--- src/rtl/imem_loader_rf_dump_if.sv ---
// Bundle between the program loader / register dump controller and its environment.
// The master side is the controller, the slave side is stream source, memory, core and sink.
interface imem_loader_rf_dump_if #(
   parameter int ADDR_W = 6,
   parameter int CYC_W  = 16
);
   logic              start;
   logic [ADDR_W:0]   num_words;
   logic [CYC_W-1:0]  run_cycles;

   logic              in_valid;
   logic              in_ready;
   logic [31:0]       in_data;

   logic              imem_we;
   logic [ADDR_W-1:0] imem_addr;
   logic [31:0]       imem_wdata;

   logic              proc_reset;
   logic              proc_en;

   logic [4:0]        rf_raddr;
   logic [31:0]       rf_rdata;

   logic              out_valid;
   logic              out_ready;
   logic [4:0]        out_regnum;
   logic [31:0]       out_data;

   logic              busy;
   logic              done;

   modport master (
      input  start, num_words, run_cycles,
      input  in_valid, in_data,
      output in_ready,
      output imem_we, imem_addr, imem_wdata,
      output proc_reset, proc_en,
      output rf_raddr,
      input  rf_rdata,
      output out_valid, out_regnum, out_data,
      input  out_ready,
      output busy, done
   );

   modport slave (
      output start, num_words, run_cycles,
      output in_valid, in_data,
      input  in_ready,
      input  imem_we, imem_addr, imem_wdata,
      input  proc_reset, proc_en,
      input  rf_raddr,
      output rf_rdata,
      input  out_valid, out_regnum, out_data,
      output out_ready,
      input  busy, done
   );
endinterface

--- src/rtl/imem_loader_rf_dump.sv ---
// Loads a program into instruction memory, runs the core for a fixed
// number of enabled cycles, then streams out GPR 1..31.
module imem_loader_rf_dump #(
   parameter int ADDR_W = 6,
   parameter int CYC_W  = 16
) (
   input  logic clk,
   input  logic reset,
   imem_loader_rf_dump_if.master bus
);

   typedef enum logic [2:0] {
      S_IDLE,
      S_LOAD,
      S_RUN,
      S_DUMP,
      S_DONE
   } state_t;

   localparam logic [ADDR_W:0]  NW_ONE  = {{ADDR_W{1'b0}}, 1'b1};
   localparam logic [CYC_W-1:0] CYC_ONE = {{(CYC_W-1){1'b0}}, 1'b1};
   localparam logic [4:0]       IDX_LAST = 5'd31;

   state_t            state_q, state_d;
   logic [ADDR_W:0]   nw_q, nw_d;
   logic [CYC_W-1:0]  rc_q, rc_d;
   logic [ADDR_W-1:0] ptr_q, ptr_d;
   logic [CYC_W-1:0]  cyc_q, cyc_d;
   logic [4:0]        idx_q, idx_d;

   logic in_ready_q, in_ready_d;
   logic out_valid_q, out_valid_d;
   logic proc_reset_q, proc_reset_d;
   logic proc_en_q, proc_en_d;
   logic busy_q, busy_d;
   logic done_q, done_d;

   logic load_hs;
   logic dump_hs;

   assign load_hs = bus.in_valid & in_ready_q;
   assign dump_hs = out_valid_q & bus.out_ready;

   always_comb begin
      state_d = state_q;
      nw_d    = nw_q;
      rc_d    = rc_q;
      ptr_d   = ptr_q;
      cyc_d   = cyc_q;
      idx_d   = idx_q;

      unique case (state_q)
         S_IDLE, S_DONE: begin
            if (bus.start) begin
               nw_d  = bus.num_words;
               rc_d  = bus.run_cycles;
               ptr_d = '0;
               cyc_d = '0;
               idx_d = 5'd1;
               if (bus.num_words != '0)
                  state_d = S_LOAD;
               else if (bus.run_cycles != '0)
                  state_d = S_RUN;
               else
                  state_d = S_DUMP;
            end
         end
         S_LOAD: begin
            if (load_hs) begin
               ptr_d = ptr_q + 1'b1;
               if ({1'b0, ptr_q} == nw_q - NW_ONE)
                  state_d = (rc_q == '0) ? S_DUMP : S_RUN;
            end
         end
         S_RUN: begin
            cyc_d = cyc_q + CYC_ONE;
            if (cyc_q == rc_q - CYC_ONE)
               state_d = S_DUMP;
         end
         S_DUMP: begin
            if (dump_hs) begin
               idx_d = idx_q + 5'd1;
               if (idx_q == IDX_LAST)
                  state_d = S_DONE;
            end
         end
         default: state_d = S_IDLE;
      endcase

      // Status/control outputs are registered from the next state.
      in_ready_d   = (state_d == S_LOAD);
      out_valid_d  = (state_d == S_DUMP);
      proc_reset_d = (state_d == S_IDLE) || (state_d == S_LOAD);
      proc_en_d    = (state_d == S_RUN);
      busy_d       = (state_d == S_LOAD) || (state_d == S_RUN) ||
                     (state_d == S_DUMP);
      done_d       = (state_d == S_DONE);
   end

   always_ff @(posedge clk) begin
      if (reset) begin
         state_q      <= S_IDLE;
         nw_q         <= '0;
         rc_q         <= '0;
         ptr_q        <= '0;
         cyc_q        <= '0;
         idx_q        <= '0;
         in_ready_q   <= 1'b0;
         out_valid_q  <= 1'b0;
         proc_reset_q <= 1'b1;
         proc_en_q    <= 1'b0;
         busy_q       <= 1'b0;
         done_q       <= 1'b0;
      end else begin
         state_q      <= state_d;
         nw_q         <= nw_d;
         rc_q         <= rc_d;
         ptr_q        <= ptr_d;
         cyc_q        <= cyc_d;
         idx_q        <= idx_d;
         in_ready_q   <= in_ready_d;
         out_valid_q  <= out_valid_d;
         proc_reset_q <= proc_reset_d;
         proc_en_q    <= proc_en_d;
         busy_q       <= busy_d;
         done_q       <= done_d;
      end
   end

   assign bus.in_ready   = in_ready_q;
   assign bus.imem_we    = load_hs;
   assign bus.imem_addr  = ptr_q;
   assign bus.imem_wdata = bus.in_data;
   assign bus.proc_reset = proc_reset_q;
   assign bus.proc_en    = proc_en_q;
   assign bus.rf_raddr   = idx_q;
   assign bus.out_valid  = out_valid_q;
   assign bus.out_regnum = idx_q;
   assign bus.out_data   = bus.rf_rdata;
   assign bus.busy       = busy_q;
   assign bus.done       = done_q;

endmodule

--- src/flat_wrapper.sv ---
// flat-port wrapper written by rule: the top's interface ports become plain ports
module imem_loader_rf_dump_flat 
#(
   parameter int ADDR_W = 6,
   parameter int CYC_W  = 16
)
  (clk, reset, bus_start, bus_num_words, bus_run_cycles, bus_in_valid, bus_in_data, bus_in_ready, bus_imem_we, bus_imem_addr, bus_imem_wdata, bus_proc_reset, bus_proc_en, bus_rf_raddr, bus_rf_rdata, bus_out_valid, bus_out_regnum, bus_out_data, bus_out_ready, bus_busy, bus_done);
  imem_loader_rf_dump_if #(.ADDR_W(ADDR_W), .CYC_W(CYC_W)) bus_i ();
  input  logic clk;
  input  logic reset;
  input wire logic [$bits(bus_i.start)-1:0] bus_start;
  input wire logic [$bits(bus_i.num_words)-1:0] bus_num_words;
  input wire logic [$bits(bus_i.run_cycles)-1:0] bus_run_cycles;
  input wire logic [$bits(bus_i.in_valid)-1:0] bus_in_valid;
  input wire logic [$bits(bus_i.in_data)-1:0] bus_in_data;
  output wire logic [$bits(bus_i.in_ready)-1:0] bus_in_ready;
  output wire logic [$bits(bus_i.imem_we)-1:0] bus_imem_we;
  output wire logic [$bits(bus_i.imem_addr)-1:0] bus_imem_addr;
  output wire logic [$bits(bus_i.imem_wdata)-1:0] bus_imem_wdata;
  output wire logic [$bits(bus_i.proc_reset)-1:0] bus_proc_reset;
  output wire logic [$bits(bus_i.proc_en)-1:0] bus_proc_en;
  output wire logic [$bits(bus_i.rf_raddr)-1:0] bus_rf_raddr;
  input wire logic [$bits(bus_i.rf_rdata)-1:0] bus_rf_rdata;
  output wire logic [$bits(bus_i.out_valid)-1:0] bus_out_valid;
  output wire logic [$bits(bus_i.out_regnum)-1:0] bus_out_regnum;
  output wire logic [$bits(bus_i.out_data)-1:0] bus_out_data;
  input wire logic [$bits(bus_i.out_ready)-1:0] bus_out_ready;
  output wire logic [$bits(bus_i.busy)-1:0] bus_busy;
  output wire logic [$bits(bus_i.done)-1:0] bus_done;
  assign bus_i.start = bus_start;
  assign bus_i.num_words = bus_num_words;
  assign bus_i.run_cycles = bus_run_cycles;
  assign bus_i.in_valid = bus_in_valid;
  assign bus_i.in_data = bus_in_data;
  assign bus_in_ready = bus_i.in_ready;
  assign bus_imem_we = bus_i.imem_we;
  assign bus_imem_addr = bus_i.imem_addr;
  assign bus_imem_wdata = bus_i.imem_wdata;
  assign bus_proc_reset = bus_i.proc_reset;
  assign bus_proc_en = bus_i.proc_en;
  assign bus_rf_raddr = bus_i.rf_raddr;
  assign bus_i.rf_rdata = bus_rf_rdata;
  assign bus_out_valid = bus_i.out_valid;
  assign bus_out_regnum = bus_i.out_regnum;
  assign bus_out_data = bus_i.out_data;
  assign bus_i.out_ready = bus_out_ready;
  assign bus_busy = bus_i.busy;
  assign bus_done = bus_i.done;
  imem_loader_rf_dump #(.ADDR_W(ADDR_W), .CYC_W(CYC_W)) u_core (.clk(clk), .reset(reset), .bus(bus_i));
endmodule
--- config.mk ---
export PLATFORM = sky130hd
export DESIGN_NAME = imem_loader_rf_dump_flat
export DESIGN_NICKNAME = d
export VERILOG_FILES = /design/src/rtl/imem_loader_rf_dump_if.sv /design/src/rtl/imem_loader_rf_dump.sv /design/src/flat_wrapper.sv
export SDC_FILE = /design/constraint.sdc
export NUM_CORES = 1
export LEC_CHECK = 0
export BUFFER_PORTS_ARGS = -buffer_cell sky130_fd_sc_hd__buf_4
export CORE_MARGIN = 8
export CORE_UTILIZATION = 52
export CTS_BUF_LIST = sky130_fd_sc_hd__clkbuf_2
export DETAILED_ROUTE_END_ITERATION = 12
export PLACE_DENSITY = 0.85
export SLEW_MARGIN = 40
export SYNTH_ARGS = -nofsm -noshare
export SYNTH_HDL_FRONTEND = slang
export SYNTH_SLANG_ARGS = --single-unit
--- constraint.sdc ---
create_clock -name clk -period 6.25 [get_ports clk]
set_input_delay 0 -clock clk [delete_from_list [all_inputs] [get_ports clk]]
set_output_delay 0 -clock clk [all_outputs]
set_load 0.01 [all_outputs]
==> run_results.csv <==
group,metric,value,unit
grt,antenna_found_initial,0,
timing,fin_crit_sh,0.429,
placement,hpwl,6360,µm
grt,grt-ovfl-total,0,
final_layout,final_layout_size_suffix_gt1_frac,0.164,
logic_synthesis,synthArstFlopShare,0,
die,fp.dieW,100,µm
pwr,p_leak,1.78,nW
die,start_util,0.538,
logic_synthesis,avgSynthCellArea,7.71,µm²
timing,clock_skew,0.0160,ns
grt,grt_pass1_vias,3418,
logic_synthesis,synth_mux_area_frac,0.0269,
timing,fmax,0.373,GHz
die,rows,30,
final_layout,fillers,574,
grt,top_usage_layer,"met2",
timing,rsz0062_at_grt,"no",
worst_setup_path,path_buf_inv,1,
logic_synthesis,netlist_top_cells_area,"dfxtp_1, buf_4, nand2_1",
worst_setup_path,path_max_fanout,7,
final_layout,finish.utilization,0.623,
die,io_pins,179,
final_layout,layout_common_cells,"nand2_1, dfxtp_1, nor2_1",
logic_synthesis,synthCells,477,
logic_synthesis,yosys_warnings,0,
timing,hold_viol,0,
logic_synthesis,yosysSeqAreaShare,0.321,
logic_synthesis,yosys.area.top_type,"dfxtp_1",
worst_setup_path,r2r-start,"u_core.rc_q[0]",
pwr,power-per-cell-area,219,mW/mm²
logic_synthesis,synth_top_family_by_area,"simple AND/OR/NAND/NOR gates",
die,dieArea,0.0100,mm²
detailed_routing,drt_pre_antenna_iters,5,
grt,grt_max_degree,48,
worst_setup_path,required,6.69,ns
clock_network,holdBufCountCts,48,
clock_network,clock-sinks,59,
worst_setup_path,arrival,3.13,ns
worst_setup_path,critPathMaxStageDelay,0.48,ns
timing,slew-limit-headroom,0.576,
logic_synthesis,synth-seq-cells,59,
clock_network,cts.path.max_buffers,2,
worst_setup_path,critPathKind,"reg2reg",
worst_setup_path,cp_slowest_cell,"or3_2",
detailed_routing,wl_per_cell,16.3,µm
timing,finalSetupViolCount,0,
clock_network,cts.clk_slew.worst_paths,0.17,ns
final_layout,ff_latch_area,0.00118,mm²
detailed_routing,ant_nets,0,
final_layout,multi_input_area,0.00188,mm²
logic_synthesis,synth-edff-count,0,
logic_synthesis,synth_fa_ha_area_frac,0.0204,
timing,tns,0,ns
final_layout,syn_to_final_growth,15.7,%
clock_network,htree_levels,3,
flow_run,maxCapViolCount,0,
final_layout,layout.nets,600,
final_layout,final_common_cell,"nand2_1",
grt,met2_usage,0.329,
placement,place_congestion,0.891,
final_layout,antennaDiodeCount,0,
worst_setup_path,startpoint_type,"register",
hold_path,min_path_type,"in2out",
die,core_area,0.00683,mm²
detailed_routing,viasPerCell,5.60,
timing,min_period,2.68,ns
pwr,ir_drop,0.146,mV
timing,slew_viol_final,0,
placement,io_buffers,50,
clock_network,numCtsBuffers,9,
logic_synthesis,yosys_most_used_dff,"dfxtp_1",
grt,track_usage,0.199,
worst_setup_path,path_cells,"inv_1 > ha_1 > nor2b_1 > nand3_1 > or3_2 > xnor2_1 > nor4_1 > a41o_1 > and3_1",
detailed_routing,wirelength,9820,µm
clock_network,post_cts_resize_count,0,
clock_network,clk_latency,0.49,ns
worst_setup_path,cpLargestDelayFamily,"simple AND/OR/NAND/NOR gates",
detailed_routing,vias,3376,
worst_setup_path,critical_path.startpoint,"u_core.rc_q[0]",
clock_network,cts_root_buf,"clkbuf_2",
clock_network,postCtsSetupBuffers,0,
logic_synthesis,synth_area,0.00368,mm²
timing,tightestPinTransition,0.636,ns
status,status,"finished, final reports clean",
detailed_routing,dr.first_iter.drc_count,251,
placement,place_inst,539,
detailed_routing,drcViolationCount,0,
clock_network,cts_tree,"built",
grt,use_met3,0.0561,
logic_synthesis,synth-simple-area-share,0.272,
hold_path,hold_path_startpoint,"bus_rf_rdata[31]",
worst_setup_path,endpoint_kind,"register",
logic_synthesis,synth_fp_nets,575,
final_layout,fin_cells,603,
logic_synthesis,synth-xor-area-share,0.0857,
logic_synthesis,synthDominantCellAreaShare,0.321,
grt,met1_usage,0.226,
die,fp.dieH,100,µm
logic_synthesis,synth_compound_area_frac,0.106,
logic_synthesis,synth_cell_type_count,49,
grt,grt_pass1_wl,16200,µm
-- sequential cells by signal, summed over array words and instances, names as in the netlist --
signal                 count
u_core.bus.done            1
u_core.bus.out_valid       1
u_core.state_q             3
u_core.cyc_q              16
u_core.bus.busy            1
u_core.bus.in_ready        1
u_core.bus.proc_reset      1
u_core.nw_q                7
u_core.bus.proc_en         1
u_core.bus.imem_addr       6
u_core.rc_q               16
u_core.bus.out_regnum      5
-- cell usage after synthesis (2+ instances only) --
cell	count
nand3b_1	4
xnor2_1	17
o21ai_0	5
nor2_1	52
mux2i_1	2
a21oi_1	42
a31oi_1	3
inv_1	8
ha_1	6
or3_1	2
a41oi_1	2
or4_4	2
nand4_1	5
nor4_1	9
nor2b_1	3
o2111ai_1	2
buf_4	69
xor2_1	19
nor3b_1	3
buf_1	2
nand3_1	15
and3_1	9
mux2_2	7
nor3_1	11
nand2b_1	7
clkbuf_1	12
nand2_1	72
nor4b_1	3
dfxtp_1	59
a211oi_1	5
or2_2	2
-- where the power goes --
part | switching, W | total, W | internal, W
Combinational | 0.0000845 | 0.000166 | 0.0000814
Clock | 0.000146 | 0.000362 | 0.000216
Sequential | 0.0000171 | 0.000406 | 0.000388
-- through the flow --
step / setup slack, ns / hold slack (ns) / power, W / cell area [µm²]
finish: 3.57 / 0.00000390 / 0.000933 / 4260
global route: 3.34 / 0.0000151 / 0.000965 / 4260
CTS: 3.61 / 0.0000686 / 0.000926 / 4260
detailed placement: 3.64 / 0.0000686 / 0.000547 / 3600
global placement: 3.76 / 0.0000686 / 0.000543 / 3600
floorplan: 3.76 / 0.0918 / 0.000547 / 3680
-- layout make-up --
type	instances	area share
multi-input combinational	325	0.442
sequential	59	0.277
timing repair buffer	99	0.203
clock inverter	5	0.0294
tap	96	0.0282
clock buffer	11	0.0129
inverter	8	0.00705
-- worst reg2reg max path: stages (launching register included) --
cell	delay, ns
dfxtp_1	0.41
inv_1	0.08
ha_1	0.32
nor2b_1	0.24
nand3_1	0.22
or3_2	0.48
xnor2_1	0.14
nor4_1	0.36
a41o_1	0.24
and3_1	0.15
-- per-layer routing --
metal	up-vias	share of wire
met5	-	0
met2	147	0.47
met1	1575	0.42
met4	0	0.034
li1	1611	-
met3	43	0.069
-- worst paths after layout --
kind                                             to  slack (ns)  depth (start not counted)
worst min-delay path               bus_out_data[31]    0.000004                          0
worst max register to register  u_core.bus.in_ready        3.57                          9
worst min register to register      u_core.rc_q[10]        0.55                          2
worst max-delay path            u_core.bus.in_ready        3.57                          9
-- cells by family (layout without fill, tap and decap cells) --
group,count (synthesis),count (layout)
flip-flops,59,59
AO/OA/AOI/OAI,66,66
multiplexers,9,9
XOR/XNOR,36,36
AND/OR/NAND/NOR,208,208
buffers and inverters,93,123
adder cells (fa/ha/maj),6,6
Power figures use the tool's default switching activity.
